===== src/rtl/ser_neg_pkg.sv =====
// Shared encodings for the bit-serial negate controller: operating modes, FSM states and
// the per-word operation decode.
package ser_neg_pkg;

  localparam logic [1:0] MODE_PASS = 2'b00;
  localparam logic [1:0] MODE_NEG  = 2'b01;
  localparam logic [1:0] MODE_ABS  = 2'b10;

  typedef enum logic [1:0] {
    ST_IDLE  = 2'b00,
    ST_SHIFT = 2'b01,
    ST_DONE  = 2'b10
  } state_e;

  // Abs negates only negative operands; reserved mode 11 falls through as pass.
  function automatic logic resolve_negate(input logic [1:0] mode, input logic sign);
    return (mode == MODE_NEG) || ((mode == MODE_ABS) && sign);
  endfunction

endpackage


===== src/rtl/serial_negate_cell.sv =====
// One-bit serial two's-complement cell: fed LSB-first, it copies bits up to and including
// the first one, then inverts every later bit.
module serial_negate_cell (
  input  logic clk,
  input  logic reset,
  input  logic clr,
  input  logic en,
  input  logic neg,
  input  logic x,
  output logic y
);

  logic seen_one_q, seen_one_d;

  always_comb begin
    y = x;
    if (neg) begin
      y = x ^ seen_one_q;
    end
  end

  always_comb begin
    seen_one_d = seen_one_q;
    if (clr) begin
      seen_one_d = 1'b0;
    end else if (en && neg) begin
      seen_one_d = seen_one_q | x;
    end
  end

  always_ff @(posedge clk) begin
    if (reset) begin
      seen_one_q <= 1'b0;
    end else begin
      seen_one_q <= seen_one_d;
    end
  end

endmodule


===== src/rtl/serial_negate_ctrl.sv =====
// Word-level sequencer: accepts a word, streams it LSB-first through the serial cell,
// reassembles the result and offers it downstream with an overflow flag.
module serial_negate_ctrl
  import ser_neg_pkg::*;
#(
  parameter int unsigned W = 8
) (
  input  logic         clk,
  input  logic         reset,
  input  logic         in_valid,
  output logic         in_ready,
  input  logic [W-1:0] in_data,
  input  logic [1:0]   in_mode,
  output logic         out_valid,
  input  logic         out_ready,
  output logic [W-1:0] out_data,
  output logic         out_ovf,
  output logic         busy,
  output logic         ser_bit
);

  localparam int unsigned CntW = (W > 2) ? $clog2(W) : 1;
  localparam logic [CntW-1:0] CntMax = CntW'(W - 1);
  localparam logic [W-1:0] MinNeg = {1'b1, {(W - 1){1'b0}}};

  state_e          state_q, state_d;
  logic [W-1:0]    shift_q, shift_d;
  logic [W-1:0]    acc_q, acc_d;
  logic [CntW-1:0] cnt_q, cnt_d;
  logic            neg_q, neg_d;
  logic            ovf_pend_q, ovf_pend_d;
  logic [W-1:0]    out_data_q, out_data_d;
  logic            out_ovf_q, out_ovf_d;

  logic accept;
  logic shift_en;
  logic cell_y;

  serial_negate_cell u_cell (
    .clk   (clk),
    .reset (reset),
    .clr   (accept),
    .en    (shift_en),
    .neg   (neg_q),
    .x     (shift_q[0]),
    .y     (cell_y)
  );

  always_comb begin
    state_d    = state_q;
    shift_d    = shift_q;
    acc_d      = acc_q;
    cnt_d      = cnt_q;
    neg_d      = neg_q;
    ovf_pend_d = ovf_pend_q;
    out_data_d = out_data_q;
    out_ovf_d  = out_ovf_q;
    accept     = 1'b0;
    shift_en   = 1'b0;

    unique case (state_q)
      ST_IDLE: begin
        if (in_valid) begin
          accept     = 1'b1;
          shift_d    = in_data;
          neg_d      = resolve_negate(in_mode, in_data[W-1]);
          ovf_pend_d = neg_d && (in_data == MinNeg);
          cnt_d      = '0;
          state_d    = ST_SHIFT;
        end
      end
      ST_SHIFT: begin
        shift_en = 1'b1;
        shift_d  = shift_q >> 1;
        // Result enters at the MSB so bit i lands at position i after W shifts.
        acc_d    = {cell_y, acc_q[W-1:1]};
        if (cnt_q == CntMax) begin
          cnt_d      = '0;
          out_data_d = acc_d;
          out_ovf_d  = ovf_pend_q;
          state_d    = ST_DONE;
        end else begin
          cnt_d = cnt_q + CntW'(1);
        end
      end
      ST_DONE: begin
        if (out_ready) begin
          state_d = ST_IDLE;
        end
      end
      default: begin
        state_d = ST_IDLE;
      end
    endcase
  end

  always_ff @(posedge clk) begin
    if (reset) begin
      state_q    <= ST_IDLE;
      shift_q    <= '0;
      acc_q      <= '0;
      cnt_q      <= '0;
      neg_q      <= 1'b0;
      ovf_pend_q <= 1'b0;
      out_data_q <= '0;
      out_ovf_q  <= 1'b0;
    end else begin
      state_q    <= state_d;
      shift_q    <= shift_d;
      acc_q      <= acc_d;
      cnt_q      <= cnt_d;
      neg_q      <= neg_d;
      ovf_pend_q <= ovf_pend_d;
      out_data_q <= out_data_d;
      out_ovf_q  <= out_ovf_d;
    end
  end

  always_comb begin
    in_ready  = (state_q == ST_IDLE);
    out_valid = (state_q == ST_DONE);
    busy      = (state_q == ST_SHIFT) || (state_q == ST_DONE);
    ser_bit   = (state_q == ST_SHIFT) && shift_q[0];
    out_data  = out_data_q;
    out_ovf   = out_ovf_q;
  end

endmodule

===== config.mk =====
export PLATFORM = sky130hd
export DESIGN_NAME = serial_negate_ctrl
export DESIGN_NICKNAME = d
export VERILOG_FILES = /design/src/rtl/ser_neg_pkg.sv /design/src/rtl/serial_negate_cell.sv /design/src/rtl/serial_negate_ctrl.sv
export SDC_FILE = /design/constraint.sdc
export NUM_CORES = 1
export LEC_CHECK = 0
export CORE_UTILIZATION = 35
export DETAILED_ROUTE_END_ITERATION = 8
export PLACE_DENSITY = 0.57
export REMOVE_ABC_BUFFERS = 1
export SYNTH_ARGS = -nofsm -noshare
export SYNTH_HDL_FRONTEND = slang
export SYNTH_SLANG_ARGS = --single-unit

===== constraint.sdc =====
create_clock -name clk -period 1.5 [get_ports clk]
set_input_delay 0.45 -clock clk [delete_from_list [all_inputs] [get_ports clk]]
set_output_delay 0.45 -clock clk [all_outputs]
set_load 0.01 [all_outputs]

==> results of run 1 <==
[worst max-delay path: cells and delay by family (launching register included)]
kind / cells / cell delay (ns)
simple gates: 1 / 0.13
fa+ha+maj: 1 / 0.16
flops: 1 / 0.35
buf+inv: 2 / 0.16
[routing by layer]
layer	vias up	share of wire, %
li1	638	-
met1	576	47
met2	27	48
met3	6	3.3
met4	0	1.5
met5	-	0
[cell usage in the layout (no fill, tap or decap), types with 2 or more instances in the layout]
| cell type | synthesis | layout |
|---|---|---|
| dfxtp_2 | 0 | 2 |
| clkbuf_8 | 0 | 5 |
| buf_4 | 2 | 18 |
| nor2b_1 | 3 | 3 |
| a21oi_1 | 16 | 16 |
| nor2_1 | 16 | 16 |
| mux2i_1 | 15 | 15 |
| nand2_1 | 22 | 22 |
| nand2b_1 | 3 | 2 |
| dlygate4sd2_1 | 0 | 9 |
| inv_1 | 4 | 2 |
| nand3_1 | 3 | 3 |
| nand4_1 | 2 | 2 |
| ha_4 | 0 | 3 |
| dfxtp_1 | 32 | 29 |
| and2_4 | 0 | 2 |
| ha_1 | 7 | 3 |
| buf_6 | 2 | 4 |
| clkdlybuf4s50_1 | 0 | 12 |
| o31ai_1 | 2 | 2 |
| a211oi_1 | 9 | 9 |
| inv_4 | 0 | 2 |
[power by group through the flow]
| stage | registers (mW) | logic [mW] | clock network (mW) |
|---|---|---|---|
| floorplan | 0.942 | 0.234 | 0 |
| global placement | 0.946 | 0.414 | 0 |
| detailed placement | 0.948 | 0.425 | 0 |
| CTS | 0.933 | 0.444 | 0.831 |
| global route | 0.942 | 0.495 | 0.877 |
| finish | 0.936 | 0.454 | 0.802 |
[what timing repair did]
action | 4_1_cts | 5_1_grt
setup buffers | 1 | 0
hold buffers | 0 | 0
pin swaps | 1 | 1
gates resized for setup | 36 | 11
setup endpoints to repair | 22 | 9
[area by class of cell]
class / instances / area, sq um / share of cell area [%]
well taps: 48 / 60.1 / 2.96
multi-input cells: 113 / 777 / 38.3
inverters: 4 / 20.0 / 0.987
clock buffers: 6 / 72.6 / 3.58
repair buffers: 46 / 417 / 20.5
flip-flops and latches: 32 / 647 / 31.9
clock inverters: 2 / 35.0 / 1.73
[per-stage QoR]
step                instance area, sq um  cells
floorplan                           1380    149
global placement                    1860    242
detailed placement                  1860    242
CTS                                 1980    251
global route                        2030    251
finish                              2030    251
[synthesized netlist by cell type, types with 2 or more instances]
cell      instances
a211oi_1          9
a21oi_1          16
and2_1            3
buf_2             3
buf_4             2
buf_6             2
clkbuf_1          3
dfxtp_1          32
ha_1              7
inv_1             4
mux2i_1          15
nand2_1          22
nand2b_1          3
nand3_1           3
nand4_1           2
nor2_1           16
nor2b_1           3
o31ai_1           2
[how the worst max path moves through the flow]
| stage | end | slack [ns] | cells past startpoint |
|---|---|---|---|
| 4_1_cts | ser_bit | -0.06 | 4 |
| 6_report | ser_bit | -0.02 | 4 |
| 3_3_place_gp | ser_bit | -0.19 | 4 |
| 3_5_place_dp | ser_bit | -0.20 | 4 |
| 2_1_floorplan | cnt_q[0] | -0.38 | 5 |
| 5_1_grt | ser_bit | -0.06 | 4 |
[state kept, by name, summed over array words and instances (netlist names)]
signal and flops:
out_data 8, neg_q 1, cnt_q 3, state_q 2
ovf_pend_q 1, acc_q 7, out_ovf 1, shift_q 8
u_cell.seen_one_q 1
[kinds of logic after synthesis]
family,count (synthesis),share of synthesized area [%]
and+or+nand+nor,57,18.1
DFF,32,44.4
adders and majority gates,7,6.07
buffers and inverters,14,5.46
AOI/OAI and AO/OA,32,13.8
muxes,17,12.2
==> flow_summary.yaml, run 1 <==
sta:
  whs_ns: 0.453
  rsz0062_at_grt: "yes"
  timing.final.crit_share_pct: 102
  period_needed_ns: 1.52
  slew_violations: 0
  skew_ns: 0.00368
  slew_headroom_pct: 81.6
  finalWorstSetupSlack_ns: -0.0246
  tns_ns: -0.0276
  hold_viol_final: 0
  fmax_mhz: 656
  finalSetupViolCount: 2
  tightest_slew_ns: 0.276
power_and_ir_drop:
  p_sw_share_pct: 25.6
  p_leak_nw: 0.824
  p_int_mw: 1.63
  p_total_mw: 2.19
  p_switching_uw: 562
  p_seq_share_pct: 42.7
  pwr-share-comb_pct: 20.7
  powerDensity_nw_per_um2: 1080
  ir_drop_uv: 512
  clkPwrFrac_pct: 36.6
die:
  die_w_um: 66.2
  fp.dieH_um: 66.2
  rows: 22
  die_area_sq_um: 4390
  start_util_pct: 38.0
  coreArea_sq_um: 3800
  ioPinCount: 27
global_route:
  grt_use_met2_pct: 27.3
  met1_usage_pct: 18.0
  grt_overflow: 0
  grt_max_degree: 24
  grt_use_total_pct: 15.7
  met3_usage_pct: 4.14
  antenna_found_initial: 0
  grt_pass1_wl_um: 5180
  grt_pass1_vias: 1209
  grt_busiest_layer: "met2"
logic_synthesis:
  synth_warnings: 0
  synth.area.top_cells: "dfxtp_1 (44%), mux2i_1 (10%), ha_1 (6.1%)"
  ys_seq_elements: 32
  ys.flop_type: "dfxtp_1"
  yosys.area.top_type: "dfxtp_1"
  synth_cells: 159
  synth_edf_count: 0
  yosysTopAreaCellShare_pct: 44.4
  synthArstFlopShare_pct: 0
  synth.distinct_cells: 30
  yosysSeqAreaShare_pct: 44.4
  syn_area_sq_um: 1440
  syn_area_per_cell_sq_um: 9.08
min_path:
  whs_path_depth: 2
  hold_start: "out_ovf"
  hold_path_class: "reg2reg"
  min_to: "out_ovf"
critical_path:
  crit_path_start: "state_q[1]"
  crit_path_end_kind: "output pin"
  reg2reg_depth: 5
  r2r-end: "shift_q[2]"
  reg2reg_from: "state_q[0]"
  crit_path_cell_trace: "inv_4 > ha_4 > and2_4 > buf_6"
  slowest_delay_ns: 0.35
  r2r_slack_ns: 0.02
  cp.arrival_ns: 1.07
  required_ns: 1.05
  critical_path.slowest_cell: "dfxtp_2"
  path_max_fanout: 3
  worstSetupPathType: "reg2out"
  cp-start-kind: "flop"
drt:
  wirelength_um: 3010
  drtIter0Drc: 49
  drtAntennaViolNets: 0
  drt_first_pass_iters: 4
  wl_per_cell_um: 12.0
  drcViolationCount: 0
  vias_per_cell: 4.97
  vias: 1247
layout:
  fillCellCount: 357
  diodes: 0
  final_util_pct: 53.4
  final_nets: 223
  area_growth_pct: 40.5
  drive_gt1_share_pct: 22.2
clock_tree:
  clkSlewWorstSetupHoldPaths_ns: 0.06
  cts_sinks: 32
  clk_latency_ns: 0.28
  h-tree-depth: 2
  numCtsBuffers: 5
  cts_root_buf: "clkbuf_8"
  clockBufferDepth: 2
  cts_tree: "yes"
placement:
  post-place-ws_ns: -0.201
  dp_hpwl_um: 2230
  gp_congestion: 0.711
  io_buffer_count: 26
run_status:
  violations: "negative setup slack"
  outcome: "finished with violations"
flow_run:
  max_cap_viol_count: 0
Power figures use the tool's default switching activity.
==> run 2, diff against run 1 <==
ABC_AREA = 1   (was unset)
SETUP_SLACK_MARGIN = 0.2   (was unset)
==> run 2 against run 1 <==
The flow still finishes with violations (negative setup slack). Clock skew is 0.0045 ns higher. Critical path type unchanged. Power is 110% higher. Area after synthesis is 8.8% higher. Synthesized cell count is 28% higher. Design area is 21% higher. Non-clock buffer count is 9 higher. Flip-flop and latch count stayed put. Sequential power is 26% higher. First-iteration DRC count is 45% higher. Count of clock-buffer cells in the layout stayed put. Routed wire length is 23% higher. Sequential share of layout area is 5.4 points lower.
==> flow_summary.yaml, run 2 <==
run_status:
  outcome: "finished with violations"
  violations: "negative setup slack"
critical_path:
  critical_path.slowest_cell: "dfxtp_2"
  crit_path_cell_trace: "buf_6 > ha_4 > nand2_2 > inv_2 > buf_6"
  cp.buffers_inverters: 3
  slowest_delay_ns: 0.33
  required_ns: 1.05
  crit_path_frequent_cell: "buf_6"
  worstSetupPathType: "reg2out"
  cp-start-kind: "flop"
  crit_path_end_kind: "output pin"
  crit_family: "flip-flops"
  path_max_fanout: 3
  cp.arrival_ns: 1.07
logic_synthesis:
  yosysTopAreaCellShare_pct: 40.8
  yosys.area.top_type: "dfxtp_1"
  synth_warnings: 0
  syn_area_sq_um: 1570
  synth.area.top_cells: "dfxtp_1 (41%), nand2_1 (9.6%), nor2_1 (8.6%)"
  ys.flop_type: "dfxtp_1"
  yosysMostFrequentCell: "nand2_1"
  synth_edf_count: 0
  synth_cells: 203
  yosysSeqAreaShare_pct: 40.8
  ys_seq_elements: 32
  synthArstFlopShare_pct: 0
  synth.distinct_cells: 22
  syn_area_per_cell_sq_um: 7.74
  yosys-top-cells-count: "nand2_1 (40), nor2_1 (36), dfxtp_1 (32)"
clock_tree:
  clockBufferDepth: 2
  numCtsBuffers: 5
  h-tree-depth: 2
  cts_sinks: 32
  clk_latency_ns: 0.28
  cts_tree: "yes"
  cts_root_buf: "clkbuf_8"
  clkSlewWorstSetupHoldPaths_ns: 0.07
layout:
  fillCellCount: 429
  layout_common_cells: "nand2_1 (35), nor2_1 (29), dfxtp_1 (25), buf_4 (16), nor2_2 (14)"
  drive_gt1_share_pct: 45.0
  final_nets: 280
  fin_cells: 312
  mostFrequentLayoutCell: "nand2_1"
  diodes: 0
  seq_area_sq_um: 652
  area_growth_pct: 56.4
  multi_input_area_sq_um: 958
sta:
  timing.final.crit_share_pct: 102
  finalSetupViolCount: 1
  slew_violations: 0
  fmax_mhz: 656
  slew_headroom_pct: 82.7
  tightest_slew_ns: 0.259
  period_needed_ns: 1.52
  finalWorstSetupSlack_ns: -0.0234
  skew_ns: 0.00818
  tns_ns: -0.0234
  rsz0062_at_grt: "yes"
  hold_viol_final: 0
global_route:
  grt_use_total_pct: 14.3
  grt_overflow: 0
  grt_use_met2_pct: 23.5
  grt_max_degree: 25
  antenna_found_initial: 0
  grt_pass1_vias: 1272
  met3_usage_pct: 3.95
  met1_usage_pct: 18.0
  grt_pass1_wl_um: 5480
  grt_busiest_layer: "met2"
min_path:
  hold_path_class: "reg2reg"
power_and_ir_drop:
  powerDensity_nw_per_um2: 1870
  p_total_mw: 4.61
  p_leak_nw: 1.06
  ir_drop_uv: 953
die:
  rows: 24
  die_w_um: 69.0
  coreArea_sq_um: 4320
  die_area_sq_um: 4760
  fp.dieH_um: 69.0
  ioPinCount: 27
  start_util_pct: 36.3
drt:
  vias: 1421
  drt_first_pass_iters: 4
  vias_per_cell: 4.55
  wirelength_um: 3710
  wl_per_cell_um: 11.9
  drtAntennaViolNets: 0
  drcViolationCount: 0
  drtIter0Drc: 71
placement:
  dp_hpwl_um: 2230
  dp.cells: 287
  io_buffer_count: 26
  gp_congestion: 0.714
flow_run:
  max_cap_viol_count: 0
[run 2: cell count changes in the layout (fill, tap and decap cells not counted), sizes merged, moves of 5 or more]
| cell | delta |
|---|---|
| nor2 | +29 |
| a211oi | -8 |
| mux2i | -15 |
| a21oi | -6 |
| nand3 | +5 |
| o21ai | +25 |
| nand2 | +24 |
| dlygate4sd2 | -9 |
| buf | +9 |
| inv | +16 |
| clkbuf | +8 |
[run 2: path summary, 6_finish.rpt]
check	start	cells past startpoint	to	slack (ns)
worst max register to register	state_q[0]	9	cnt_q[1]	0.02
worst min register to register	u_cell.seen_one_q	2	u_cell.seen_one_q	0.46
worst max-delay path	state_q[0]	5	ser_bit	-0.02
worst min-delay path	u_cell.seen_one_q	2	u_cell.seen_one_q	0.46
[run 2: logic make-up after synthesis]
kind of cell | share of synthesized area (%)
buf+inv | 10.6
simple gates | 28.7
fa+ha+maj | 5.57
flops | 40.8
compound gates | 14.4
[run 2: where the power goes]
group	internal, mW	leakage (nW)	switching [mW]
clock	0.493	0.0552	0.316
sequential	1.04	0.264	0.142
combinational	1.31	0.736	1.30
[run 2: final cells by class]
type,instances,area share (%)
timing repair inverter,1,0.254
clock buffer,6,2.95
timing repair buffer,55,22.6
sequential,32,26.5
multi-input combinational,143,39.0
tap,52,2.65
clock inverter,2,1.42
inverter,21,4.58
[run 2: tightest hold or removal path, delay by kind of cell (launching register included)]
kind | cells | cell delay, ns
AO/OA/AOI/OAI | 1 | 0.06
buffers and inverters | 1 | 0.06
flip-flops | 1 | 0.30
[run 2: stage by stage]
stage | worst slack [ns] | util [%] | hold WS (ns) | instance area, sq um
5_1_grt | -0.0765 | 56.9 | 0.496 | 2460
3_3_place_gp | -0.194 | 44.6 | 0.441 | 1930
4_1_cts | -0.0360 | 48.8 | 0.455 | 2110
3_5_place_dp | -0.199 | 44.6 | 0.443 | 1930
2_1_floorplan | -0.224 | - | 0.421 | 1490
6_report | -0.0234 | 56.9 | 0.460 | 2460
[run 2: timing repair]
item	CTS	global route
hold buffers	0	0
buffers inserted	3	11
pin swaps	2	8
gates cloned	0	3
setup endpoints to repair	43	44
gates resized for setup	51	72
[run 2: layer usage]
metal	wire, um	part of all wire (%)
met2	1880	51
met1	1680	45
met4	19	0.51
met5	0	0
met3	123	3.3
